$ cat src/rtl/keypad_scan_pkg.sv
// Shared definitions for the 4x4 keypad scanner.
//   ROWS/COLS     : matrix geometry
//   KEY_*         : one-hot key codes as decoded by onehot2binary (bit = row*4 + col)
//   scan_state_t  : column scan states
//   popcount16    : number of set bits in a 16-bit frame
package keypad_scan_pkg;

    localparam int unsigned ROWS = 4;
    localparam int unsigned COLS = 4;

    localparam logic [15:0] KEY_NONE  = 16'h0000;
    localparam logic [15:0] KEY_ENTER = 16'h0001;
    localparam logic [15:0] KEY_0     = 16'h0008;
    localparam logic [15:0] KEY_CLR   = 16'h0100;
    localparam logic [15:0] KEY_BACK  = 16'h1000;

    typedef enum logic [1:0] {
        COL0 = 2'd0,
        COL1 = 2'd1,
        COL2 = 2'd2,
        COL3 = 2'd3
    } scan_state_t;

    function automatic logic [4:0] popcount16(input logic [15:0] v);
        logic [4:0] n;
        n = '0;
        for (int unsigned i = 0; i < 16; i++) begin
            n = n + {4'b0000, v[i]};
        end
        return n;
    endfunction

endpackage

$ cat src/rtl/keypad_scan_debounce.sv
// Frame debouncer for the keypad scanner.
//   i_clk, i_rst_n : clock, asynchronous active-low reset
//   i_frame_done   : 1-cycle pulse, i_frame holds a complete raw frame
//   i_frame        : raw pressed-key snapshot (bit = row*4 + col)
//   o_onehot       : committed key, 0 when none or more than one key pressed
//   o_key_valid    : 1-cycle pulse when o_onehot changes to a new nonzero value
module keypad_debounce
    import keypad_scan_pkg::*;
#(
    parameter int unsigned DEB_FRAMES = 5
) (
    input  logic        i_clk,
    input  logic        i_rst_n,
    input  logic        i_frame_done,
    input  logic [15:0] i_frame,
    output logic [15:0] o_onehot,
    output logic        o_key_valid
);

    localparam int unsigned     CW      = $clog2(DEB_FRAMES + 1);
    localparam logic [CW-1:0]   DEB_MAX = CW'(DEB_FRAMES);

    logic [15:0]   r_last_frame;
    logic [CW-1:0] r_stable_cnt;
    logic          r_check;
    logic [15:0]   r_onehot;
    logic          r_key_valid;

    logic [4:0]    w_pop;
    logic          w_commit;
    logic [15:0]   w_commit_val;

    // Commit is evaluated the cycle after a frame, once the counter has absorbed it.
    always_comb begin
        w_pop        = popcount16(r_last_frame);
        w_commit     = r_check && (r_stable_cnt == DEB_MAX);
        w_commit_val = (w_pop == 5'd1) ? r_last_frame : KEY_NONE;
    end

    always_ff @(posedge i_clk or negedge i_rst_n) begin
        if (!i_rst_n) begin
            r_last_frame <= '0;
            r_stable_cnt <= '0;
            r_check      <= 1'b0;
            r_onehot     <= '0;
            r_key_valid  <= 1'b0;
        end else begin
            r_check     <= i_frame_done;
            r_key_valid <= 1'b0;
            if (i_frame_done) begin
                if (i_frame == r_last_frame) begin
                    if (r_stable_cnt != DEB_MAX) begin
                        r_stable_cnt <= r_stable_cnt + CW'(1);
                    end
                end else begin
                    r_last_frame <= i_frame;
                    r_stable_cnt <= CW'(1);
                end
            end
            if (w_commit) begin
                r_onehot    <= w_commit_val;
                r_key_valid <= (w_commit_val != KEY_NONE) && (w_commit_val != r_onehot);
            end
        end
    end

    assign o_onehot    = r_onehot;
    assign o_key_valid = r_key_valid;

endmodule

$ cat src/rtl/keypad_scan.sv
// 4x4 matrix keypad scanner: drives one column low at a time, samples the
// synchronised pulled-up rows at the end of each column dwell, assembles a
// 16-bit frame and hands it to the debouncer.
//   clk, rst_n : clock, asynchronous active-low reset
//   row_in     : keypad rows (asynchronous, 0 = closed on driven column)
//   col_out    : keypad columns, exactly one low
//   onehot     : debounced key (bit = row*4 + col), 0 = none/invalid
//   key_valid  : 1-cycle pulse on a new nonzero onehot
module keypad_scan
    import keypad_scan_pkg::*;
#(
    parameter int unsigned CLK_HZ     = 50_000_000,
    parameter int unsigned SCAN_HZ    = 1_000,
    parameter int unsigned DEB_FRAMES = 5
) (
    input  logic        clk,
    input  logic        rst_n,
    input  logic [3:0]  row_in,
    output logic [3:0]  col_out,
    output logic [15:0] onehot,
    output logic        key_valid
);

    localparam int unsigned   TICK_DIV  = CLK_HZ / SCAN_HZ;
    localparam int unsigned   TW        = $clog2(TICK_DIV);
    localparam logic [TW-1:0] TICK_LAST = TW'(TICK_DIV - 1);

    logic [3:0]    r_sync1;
    logic [3:0]    r_sync2;
    logic [TW-1:0] r_tick_cnt;
    scan_state_t   r_state;
    scan_state_t   w_state_next;
    logic [15:0]   r_raw;
    logic          r_frame_done;

    logic          w_tick;
    logic [3:0]    w_pressed;
    logic [3:0]    w_col_n;

    always_ff @(posedge clk or negedge rst_n) begin
        if (!rst_n) begin
            r_sync1 <= '1;
            r_sync2 <= '1;
        end else begin
            r_sync1 <= row_in;
            r_sync2 <= r_sync1;
        end
    end

    assign w_pressed = ~r_sync2;
    assign w_tick    = (r_tick_cnt == TICK_LAST);

    always_ff @(posedge clk or negedge rst_n) begin
        if (!rst_n) begin
            r_tick_cnt <= '0;
        end else if (w_tick) begin
            r_tick_cnt <= '0;
        end else begin
            r_tick_cnt <= r_tick_cnt + TW'(1);
        end
    end

    always_ff @(posedge clk or negedge rst_n) begin
        if (!rst_n) begin
            r_state <= COL0;
        end else begin
            r_state <= w_state_next;
        end
    end

    // Column drive is decoded from the state register, so the next column goes
    // low on the same edge that samples the current one.
    always_comb begin
        w_state_next = r_state;
        w_col_n      = 4'b1110;
        unique case (r_state)
            COL0: begin
                w_col_n = 4'b1110;
                if (w_tick) w_state_next = COL1;
            end
            COL1: begin
                w_col_n = 4'b1101;
                if (w_tick) w_state_next = COL2;
            end
            COL2: begin
                w_col_n = 4'b1011;
                if (w_tick) w_state_next = COL3;
            end
            COL3: begin
                w_col_n = 4'b0111;
                if (w_tick) w_state_next = COL0;
            end
            default: begin
                w_col_n      = 4'b1110;
                w_state_next = COL0;
            end
        endcase
    end

    assign col_out = w_col_n;

    // Bit index row*4 + col is the concatenation {row, col}.
    always_ff @(posedge clk or negedge rst_n) begin
        if (!rst_n) begin
            r_raw        <= '0;
            r_frame_done <= 1'b0;
        end else begin
            r_frame_done <= w_tick && (r_state == COL3);
            if (w_tick) begin
                for (int unsigned r = 0; r < ROWS; r++) begin
                    r_raw[{r[1:0], r_state}] <= w_pressed[r];
                end
            end
        end
    end

    keypad_debounce #(
        .DEB_FRAMES(DEB_FRAMES)
    ) u_debounce (
        .i_clk        (clk),
        .i_rst_n      (rst_n),
        .i_frame_done (r_frame_done),
        .i_frame      (r_raw),
        .o_onehot     (onehot),
        .o_key_valid  (key_valid)
    );

endmodule

$ cat config.mk
export PLATFORM = sky130hd
export DESIGN_NAME = keypad_scan
export DESIGN_NICKNAME = d
export VERILOG_FILES = /design/src/rtl/keypad_scan_pkg.sv /design/src/rtl/keypad_scan_debounce.sv /design/src/rtl/keypad_scan.sv
export SDC_FILE = /design/constraint.sdc
export NUM_CORES = 1
export LEC_CHECK = 0
export BUFFER_PORTS_ARGS = -buffer_cell sky130_fd_sc_hd__clkbuf_2
export CORE_AREA = 5 5 116 118
export DETAILED_ROUTE_END_ITERATION = 16
export DIE_AREA = 0 0 121 123
export MAX_ROUTING_LAYER = met4
export PLACE_DENSITY_LB_ADDON = 0.25
export REMOVE_ABC_BUFFERS = 1
export SLEW_MARGIN = 20
export SYNTH_ARGS = -nofsm -noshare
export SYNTH_HDL_FRONTEND = slang
export SYNTH_SLANG_ARGS = --single-unit
$ cat constraint.sdc
create_clock -name clk -period 4.86 [get_ports clk]
set_input_delay 0 -clock clk [delete_from_list [all_inputs] [get_ports clk]]
set_output_delay 0 -clock clk [all_outputs]
set_load 0.02 [all_outputs]
# == Word-level counts from Yosys, hierarchy flattened ==
# Cells that the tools add are included.
# word_totals
mem_count,0
romBits,0
out_inout_bits,21
latch_bits,0
ram_bits,0
wordCells,87
register_bits,80
# classes
n_reduce_logical,12
order_cmp,8
n_shift,0
n_mul,0
bitwise_logic,2
eq_ne,14
n_addsub,17
mux,23
div,0
# ops
op,count
5-bit by 1-bit adder with 5-bit output,14
16-bit bitwise mux,4
16-bit 2-to-1 mux,2
16-bit by 1-bit adder with 16-bit output (second input constant),1
16-bit equality test,1
16-bit equality test (second input constant),1
16-bit inequality test,1
4-bit case mux with 4 select lines,1
16-bit nonzero test,1
4-bit by 5-bit < comparator with 1-bit output (second input constant),2
2-bit inequality test (second input constant),5
1-bit demux with 2-bit select,4
4-bit by 1-bit greater-or-equal comparator with 1-bit output (second input constant),2
2-bit 2-to-1 mux,4
2-bit case mux with 4 select lines,1
1-bit logical AND,7
3-bit 2-to-1 mux,2
5-bit by 1-bit equality test with 1-bit output (second input constant),1
2-bit by 5-bit < comparator with 1-bit output (second input constant),1
3-bit by 5-bit < comparator with 1-bit output (second input constant),1
1-bit 2-to-1 mux,5
2-bit equality test (second input constant),2
4-bit inverter,1
2-bit AND reduction,2
10 further kinds,10

# == Logic depth before layout (Yosys ltp) ==
# Gate-level depths: netlist of the first run.
# depth
ltp_word,20
ltp_mapped,18
mapped_depth_nobuf,17

# == Cells and area by module ==
# A second synthesis of the first run with hierarchy kept.
# unflattened
cells_unflattened,415
area_unflattened_um2,4345.4
# by_module_without_submodules
module,cells_each,area_each_um2,instances
keypad_debounce,258,2464.9,1
keypad_scan,157,1880.6,1

# == Worst setup path after synthesis of the first run ==
# Ideal clock, no wire load.
# synth_path
path_type,reg-to-reg
startpoint,register u_debounce.r_last_frame[1]
endpoint,register u_debounce.r_key_valid (netlist: u_debounce.o_key_valid)
setup_time_ps,132
path_buffers,1
stages_incl_launch_ff,19
slack_ps,-314
arrival_time_ps,5042
path_cell_list,dfrtp_1 ha_1 inv_1 fa_1 inv_1 fa_1 fa_1 inv_1 fa_1 inv_1 fa_1 fa_1 or4b_4 a21oi_4 and2_4 buf_12 a22oi_4 a2111oi_4 a31oi_1
# synth_via
elab_chain_cells,20
elab_cells_between_ends,21
cone_classes,15 x add/sub; 2 x eq/ne; 2 x mux; 2 x reduce/logical
# synth_lines
element,line_no,source
start: declaration,keypad_scan_debounce.sv:23,logic [15:0] r_last_frame;
start signal: assignment,keypad_scan_debounce.sv:56,r_last_frame <= i_frame;
1-bit by 1-bit adder with 2-bit output,keypad_scan_pkg.sv:28,"n = n + {4'b0000, v[i]};"
5-bit by 1-bit adder with 5-bit output (14 in series),keypad_scan_pkg.sv:28,
5-bit by 1-bit equality test with 1-bit output,keypad_scan_debounce.sv:37,w_commit_val = (w_pop == 5'd1) ? r_last_frame : KEY_NONE;
16-bit 2-to-1 mux (*),keypad_scan_debounce.sv:37,
16-bit inequality test or 16-bit nonzero test (tied branches),keypad_scan_debounce.sv:62,r_key_valid <= (w_commit_val != KEY_NONE) && (w_commit_val != r_onehot);
1-bit logical AND (*),keypad_scan_debounce.sv:62,
1-bit 2-to-1 mux (*),keypad_scan_debounce.sv:60,if (w_commit) begin
end signal: assignment,keypad_scan_debounce.sv:62,
end: declaration,keypad_scan_debounce.sv:27,logic r_key_valid;
# Every way passes the cells marked *; elsewhere a longest branch is shown, timed or not.
# A chain may end at the register's enable or synchronous reset.

# == Worst setup path in the final report of the first run ==
# layout_path
startpoint,register u_debounce.r_last_frame[0]
endpoint,register u_debounce.r_key_valid (netlist: u_debounce.o_key_valid)
# Same word-level chain as after synthesis.

==> impl_results.md, run 1 <==
- Clock buffer count from CTS: 9
- Reg2Reg Depth: 17
- Ys flop type: dfrtp_1
- Max Buffers Root-to-Sink: 2
- Die ar.: ~0.015 mm^2
- Cell Count, Final, Fillers Out: 634
- Starting DRT DRC Count: roughly 110
- Antenna Violating Nets Remaining: 0
- Critical path start-end classification: flop to flop
- Clock Latency Late Sink: 0.33 ns
- Worst path slowest cell: fa_1
- Ant diodes: 0
- Synth async-reset ratio: 1.00
- TritonCTS clock tree: done
- Io pins: 27
- Clock Sinks: 80
- FMAX: 197 MHz
- Setup crit start kind: flop
- Most frequent cells in the layout: 72 x dfrtp_1, 64 x nand2_1, 37 x o21ai_0
- R2r setup slk: -0.22 ns
- CP cell instances: ha_1, inv_1, fa_1, inv_1, fa_1, fa_1, inv_1, fa_1, inv_2, fa_2, fa_1, or4b_4, a21oi_4, and2_4, a22oi_2, a2111oi_4, a31oi_1
- Gr ovfl total: 0
- GPL Wtd Cong: 0.788
- CTS H-tree lvls: 3
- Via-to-Cell Ratio: 4.67
- Syn avg cell area: 10.2 um^2
- Hold crit path type: primary input to async pin
- Pre-CTS setup slack: -0.329 ns
- Final Cycle Share: 1.04
- Synth cell types: 40
- DRT Pass-1 Iters: 4
- Yosys reg bits: 80
- GRT Overall Usage: 0.129
- Die width: 121 um
- RSZ-0062 raised after global routing: true
- Total power: about 1.3 mW
- Post-DP HPWL: between 6 and 7 mm
- Yosys warnings: 0
- Critical path endpoint category: flop
- Pint: between 1 and 1.5 mW
- Final setup TNS: -0.475 ns
- Post-Syn Instances: 410
- Worst-path clk slew: 0.06 ns
- Actual slew at the worst max-slew pin: 0.790 ns
- Register area share after synthesis: 0.481
- Area Growth Syn to Fin: 18.6%
- CP max FO: 6
- Arr. time, crit path: between 5 and 6 ns
- Core area: ~0.012 mm^2
- Sw Pwr: approximately 290 uW
- First-pass GRT wire length: roughly 15 mm
- Peak VDD IR: 0.187 mV
- Max_cap viols: 0
- Drt wl/cell: about 14 um
- Clock Power Share: 0.478
- Leak: approximately 2.2 nW
- Switching part of the total: 0.216
- Fin. Hold Viols: 0
- Outcome: finished, violations left
- Die span in y: 123 um
- Root Driver: clkbuf_16
- Initial Util: 0.338
- WL final: 8.61 mm
- Clock Skew: slightly below 0.006 ns
- Post-synth EDFFs: 0
- Rel. slew slack: 0.472
- Final min period: 5.08 ns
- Number of global-route vias before repair: 3051
- Share of cells above drive strength 1: 0.199
- Placement Cell Area: around 0.0046 mm^2
- Pin count of the biggest net entering global routing: 81
- # rows: ~40
- Setup violators final: 5
- Remaining routing DRC violations: 0
- Sequential Power Share: 0.508
- Netlist Area Pre-Place: 0.00418 mm^2
- Comb pwr share: 0.013
- Critical Path Most Common Cell: fa_1
- Initial antenna violation count: 0
- Worst Slack Setup Final: -0.217 ns
- Fin area: slightly below 0.005 mm^2
- Worst hold slack: 0.264 ns
- Violated checks: negative setup slack
- Worst Path Required: about 5.1 ns
- Commonest non-fill, non-tap cell in the layout: dfrtp_1
- Pwr dens: 267 mW/mm^2
- Nets: roughly 500
- Layout Utilization: 0.401
- IO buf count: 26
- Via count: 2962
- Crit-path max cell delay: 0.50 ns
- Final Max Tran Viols: 0
- Placed insts: 611
-- final timing paths --
kind,startpoint,to
setup / recovery,u_debounce.r_last_frame[0]$_DFFE_PN0P_,u_debounce.o_key_valid$_DFF_PN0_
hold reg to reg,r_sync1[0]$_DFF_PN1_,r_sync2[0]$_DFF_PN1_
min in group clk,row_in[1],r_sync1[1]$_DFF_PN1_
setup reg to reg,u_debounce.r_last_frame[0]$_DFFE_PN0P_,u_debounce.o_key_valid$_DFF_PN0_
max in group asynchronous,rst_n,r_raw[4]$_DFFE_PN0P_
hold / removal,rst_n,r_tick_cnt[9]$_DFF_PN0_
-- what timing repair did --
action                                  4_1_cts  5_1_grt
hold buffers                                  5        0
gates cloned                                  0        0
buffers inserted                              1        1
hold endpoints to repair                     76        0
endpoints found under the setup margin       17       17
resized for setup                             3        9
pin swaps                                     7        1
-- cells by family (layout without fill, tap and decap cells) --
| family | count (synthesis) | in the layout | synth area share |
|---|---|---|---|
| AOI/OAI and AO/OA | 64 | 64 | 0.0972 |
| muxes | 17 | 17 | 0.0458 |
| adders and majority gates | 24 | 24 | 0.0897 |
| buffers and inverters | 47 | 99 | 0.0491 |
| DFF | 80 | 80 | 0.481 |
| xor gates and xnor gates | 38 | 38 | 0.0796 |
| and+or+nand+nor | 140 | 140 | 0.158 |
-- synthesized netlist by cell type, types with 2 or more instances --
cell,instances,area share
a21oi_1,4,0.0048
a22oi_1,4,0.0072
and3_1,5,0.0075
and4_1,3,0.0063
clkbuf_1,13,0.012
dfrtp_1,72,0.43
dfstp_2,8,0.050
fa_1,10,0.048
ha_1,14,0.042
inv_1,30,0.027
mux2_1,8,0.022
mux2_2,9,0.024
nand2_1,64,0.057
nand3_1,20,0.024
nand3b_1,4,0.0072
nand4_1,8,0.012
nor2_1,24,0.022
nor2b_1,2,0.0030
nor3_1,2,0.0024
nor4_1,3,0.0045
o211ai_1,3,0.0054
o21ai_0,43,0.051
o31ai_1,4,0.0072
xnor2_1,32,0.067
xor2_1,6,0.013
-- routing by layer --
metal,vias to the layer above,track usage,wire [um]
met1,1440,0.160,4100
met2,43,0.206,4070
met3,9,0.0348,312
met5,-,-,0
li1,1470,-,-
met4,0,0.0439,127
-- area by class of cell --
class                           instances  area [um^2]
Inverter                               30          113
Sequential cell                        80         2010
Clock buffer                           11          243
Multi-Input combinational cell        283         1980
Fill cell                            1233         7400
Timing Repair Buffer                   53          355
Tap cell                              172          215
Clock inverter                          5         41.3
-- power groups by stage --
| stage | clock (mW) | combinational, mW | sequential, mW |
|---|---|---|---|
| after floorplan | 0 | 0.00000340 | 0.686 |
| after global placement | 0 | 0.0156 | 0.686 |
| after detailed placement | 0 | 0.0157 | 0.687 |
| after CTS | 0.657 | 0.0189 | 0.674 |
| after global routing | 0.689 | 0.0215 | 0.674 |
| final | 0.634 | 0.0177 | 0.674 |
-- sequential cells by signal, indices dropped and copies added (netlist names) --
name and flops:
r_frame_done 1, r_raw 16, r_state 2, r_sync1 4
r_sync2 4, r_tick_cnt 16, u_debounce.o_key_valid 1, u_debounce.o_onehot 16
u_debounce.r_check 1, u_debounce.r_last_frame 16, u_debounce.r_stable_cnt 3
-- critical path: cells and delay by family, from the launching register on --
family | cells | cell delay [ns]
AO/OA/AOI/OAI | 4 | 0.68
adder cells (fa/ha/maj) | 7 | 3.00
buffers and inverters | 4 | 0.20
flip-flops | 1 | 0.38
AND/OR/NAND/NOR | 2 | 0.70
No activity file was read; power rests on OpenSTA's default activity.
==> run 2, diff against run 1 <==
HOLD_SLACK_MARGIN = 0.08   (was not set)
clock period = 4.9 ns   (was 4.86 ns; I/O delays follow)
==> run 2 against run 1 <==
Largest cell class unchanged. Register-to-register slack better by 0.09 ns. Via count decreased by 1.1%. Critical path depth did not move. Clock-buffer cell count increased by 1. The run still ends with negative setup slack left. Utilization up 0.11 points. Worst hold slack lost 0.0047 ns. Clock skew about the same.
==> impl_results.md, run 2 (synthesized netlist as in run 1, its figures left out) <==
- Crit path buffers/inverters: 4
- Leak: about 2.2 nW
- Actual slew at the worst max-slew pin: 0.791 ns
- Crit-path max cell delay: 0.50 ns
- Ant diodes: 0
- DRT Pass-1 Iters: 4
- Commonest non-fill, non-tap cell in the layout: dfrtp_1
- Total power: 1.41 mW
- Rel. slew slack: 0.471
- Final Cycle Share: 1.03
- Setup crit start kind: flop
- DR top layer: met4
- Gr ovfl total: 0
- Final setup TNS: -0.125 ns
- Clock buffer count from CTS: 9
- Drt wl/cell: 13.5 um
- CTS H-tree lvls: 3
- Fin. Hold Viols: 0
- Die width: between 100 and 150 um
- WL final: about 8.5 mm
- Critical path start-end classification: flop to flop
- Via-to-Cell Ratio: 4.64
- Nets: 484
- Critical Path Most Common Cell: fa_1
- Pin count of the biggest net entering global routing: 81
- Remaining routing DRC violations: 0
- Via count: approximately 3000
- IO buf count: 26
- Worst Path Required: 5.10 ns
- RSZ-0062 raised after global routing: true
- Io pins: 27
- Initial Util: 0.338
- Outcome: finished, violations left
- Final Max Tran Viols: 0
- FMAX: 199 MHz
- Max_cap viols: 0
- M1 WL: 4.23 mm
- TritonCTS clock tree: done
- Pwr dens: 284 mW/mm^2
- Root Driver: clkbuf_16
- Reg2Reg Depth: 17
- Clock Sinks: 80
- Area Growth Syn to Fin: 19.0%
- Post-CTS setup buffer count: 0
- Post-DP HPWL: 6.30 mm
- Instance count on the critical path: 17
- Worst Slack Setup Final: -0.125 ns
- Clock Skew: 0.00542 ns
- GPL Wtd Cong: between 0.7 and 0.8
- Met2 WL: 3.92 mm
- Most frequent cells in the layout: 72 x dfrtp_1, 64 x nand2_1, 39 x o21ai_0
- First-pass GRT wire length: 15.0 mm
- Crit path launch: u_debounce.r_last_frame[1]$_DFFE_PN0P_
- Final min period: 5.03 ns
- Met3 Wirelength: 277 um
- RR Startpoint: u_debounce.r_last_frame[1]$_DFFE_PN0P_
- Core area: 0.0124 mm^2
- Die span in y: 123 um
- Pre-CTS setup slack: -0.250 ns
- Number of global-route vias before repair: 3027
- CP cell instances: ha_1, inv_2, fa_1, inv_1, fa_1, fa_1, inv_1, fa_1, inv_1, fa_2, fa_1, or4b_4, a21oi_4, and2_4, a22oi_4, a2111oi_4, a31oi_1
- Initial antenna violation count: 0
- Hold crit path type: primary input to async pin
- Largest delay share family, worst path: adder cells
- Critical path endpoint category: flop
- Arr. time, crit path: between 5 and 6 ns
- Worst-path clk slew: 0.06 ns
- Share of cells above drive strength 1: 0.192
- Violated checks: negative setup slack
- CP max FO: 6
- Starting DRT DRC Count: between 100 and 150
- Antenna Violating Nets Remaining: 0
- Worst hold slack: 0.259 ns
- Setup violators final: 1
- # rows: a little over 40
- Clock Latency Late Sink: 0.33 ns
- Die ar.: 0.0149 mm^2
- Max Buffers Root-to-Sink: 2
- GRT Overall Usage: 0.131
- Worst path slowest cell: or4b_4
- Peak VDD IR: roughly 0.19 mV
run 2: cell types whose count changed in the layout (fill, tap and decap cells not counted), sizes merged:
| cell | before | now |
|---|---|---|
| buf | 23 | 20 |
| bufinv | 0 | 2 |
| clkbuf | 36 | 37 |
| clkinvlp | 2 | 0 |
| inv | 31 | 30 |
run 2: worst reg2reg max path, cell delays in order (launching register included):
cell       delay, ns
dfrtp_1         0.38
ha_1            0.29
inv_2           0.04
fa_1            0.47
inv_1           0.05
fa_1            0.45
fa_1            0.49
inv_1           0.04
fa_1            0.47
inv_1           0.05
fa_2            0.34
fa_1            0.44
or4b_4          0.50
a21oi_4         0.14
and2_4          0.21
a22oi_4         0.09
a2111oi_4       0.33
a31oi_1         0.12
run 2: worst paths after layout:
check / end / slack, ns
setup reg to reg: u_debounce.o_key_valid$_DFF_PN0_ / -0.13
max in group asynchronous: u_debounce.o_onehot[4]$_DFFE_PN0P_ / 4.15
hold reg to reg: r_sync2[1]$_DFF_PN1_ / 0.36
setup / recovery: u_debounce.o_key_valid$_DFF_PN0_ / -0.13
min in group clk: r_sync1[3]$_DFF_PN1_ / 0.30
hold / removal: r_tick_cnt[14]$_DFF_PN0_ / 0.26
run 2: cell type report:
cell class / instances / area, um^2
repair buffers: 50 / 329
clock buffers: 12 / 246
well taps: 172 / 215
inverters: 30 / 113
clock inverters: 4 / 77.6
flip-flops and latches: 80 / 2010
multi-input cells: 283 / 1980
fillers: 1236 / 7390
run 2: power by group:
group          total (mW)  switching (mW)  internal [mW]  leakage [nW]
logic              0.0177          0.0132        0.00445         0.977
clock network       0.727           0.265          0.462         0.157
registers           0.669         0.00217          0.667          1.08
total                1.41           0.280           1.13          2.21
run 2: routing by layer:
| layer | track usage | vias up |
|---|---|---|
| li1 | - | 1463 |
| met1 | 0.171 | 1423 |
| met2 | 0.204 | 33 |
| met3 | 0.0334 | 11 |
| met4 | 0.0319 | 0 |
| met5 | - | - |
run 2: per-stage QoR:
stage | instances | utilization | instance area, um^2
5_1_grt | 631 | 0.402 | 4980
3_5_place_dp | 610 | 0.371 | 4580
3_3_place_gp | 610 | 0.371 | 4580
2_1_floorplan | 393 | - | 4090
4_1_cts | 631 | 0.401 | 4960
6_report | 631 | 0.402 | 4980
run 2: repair_timing:
action | CTS | global route
pin swaps | 8 | 4
gates resized for setup | 2 | 7
endpoints found under the hold margin | 76 | 0
hold buffers | 5 | 0
cloned | 0 | 0
setup endpoints to repair | 9 | 16
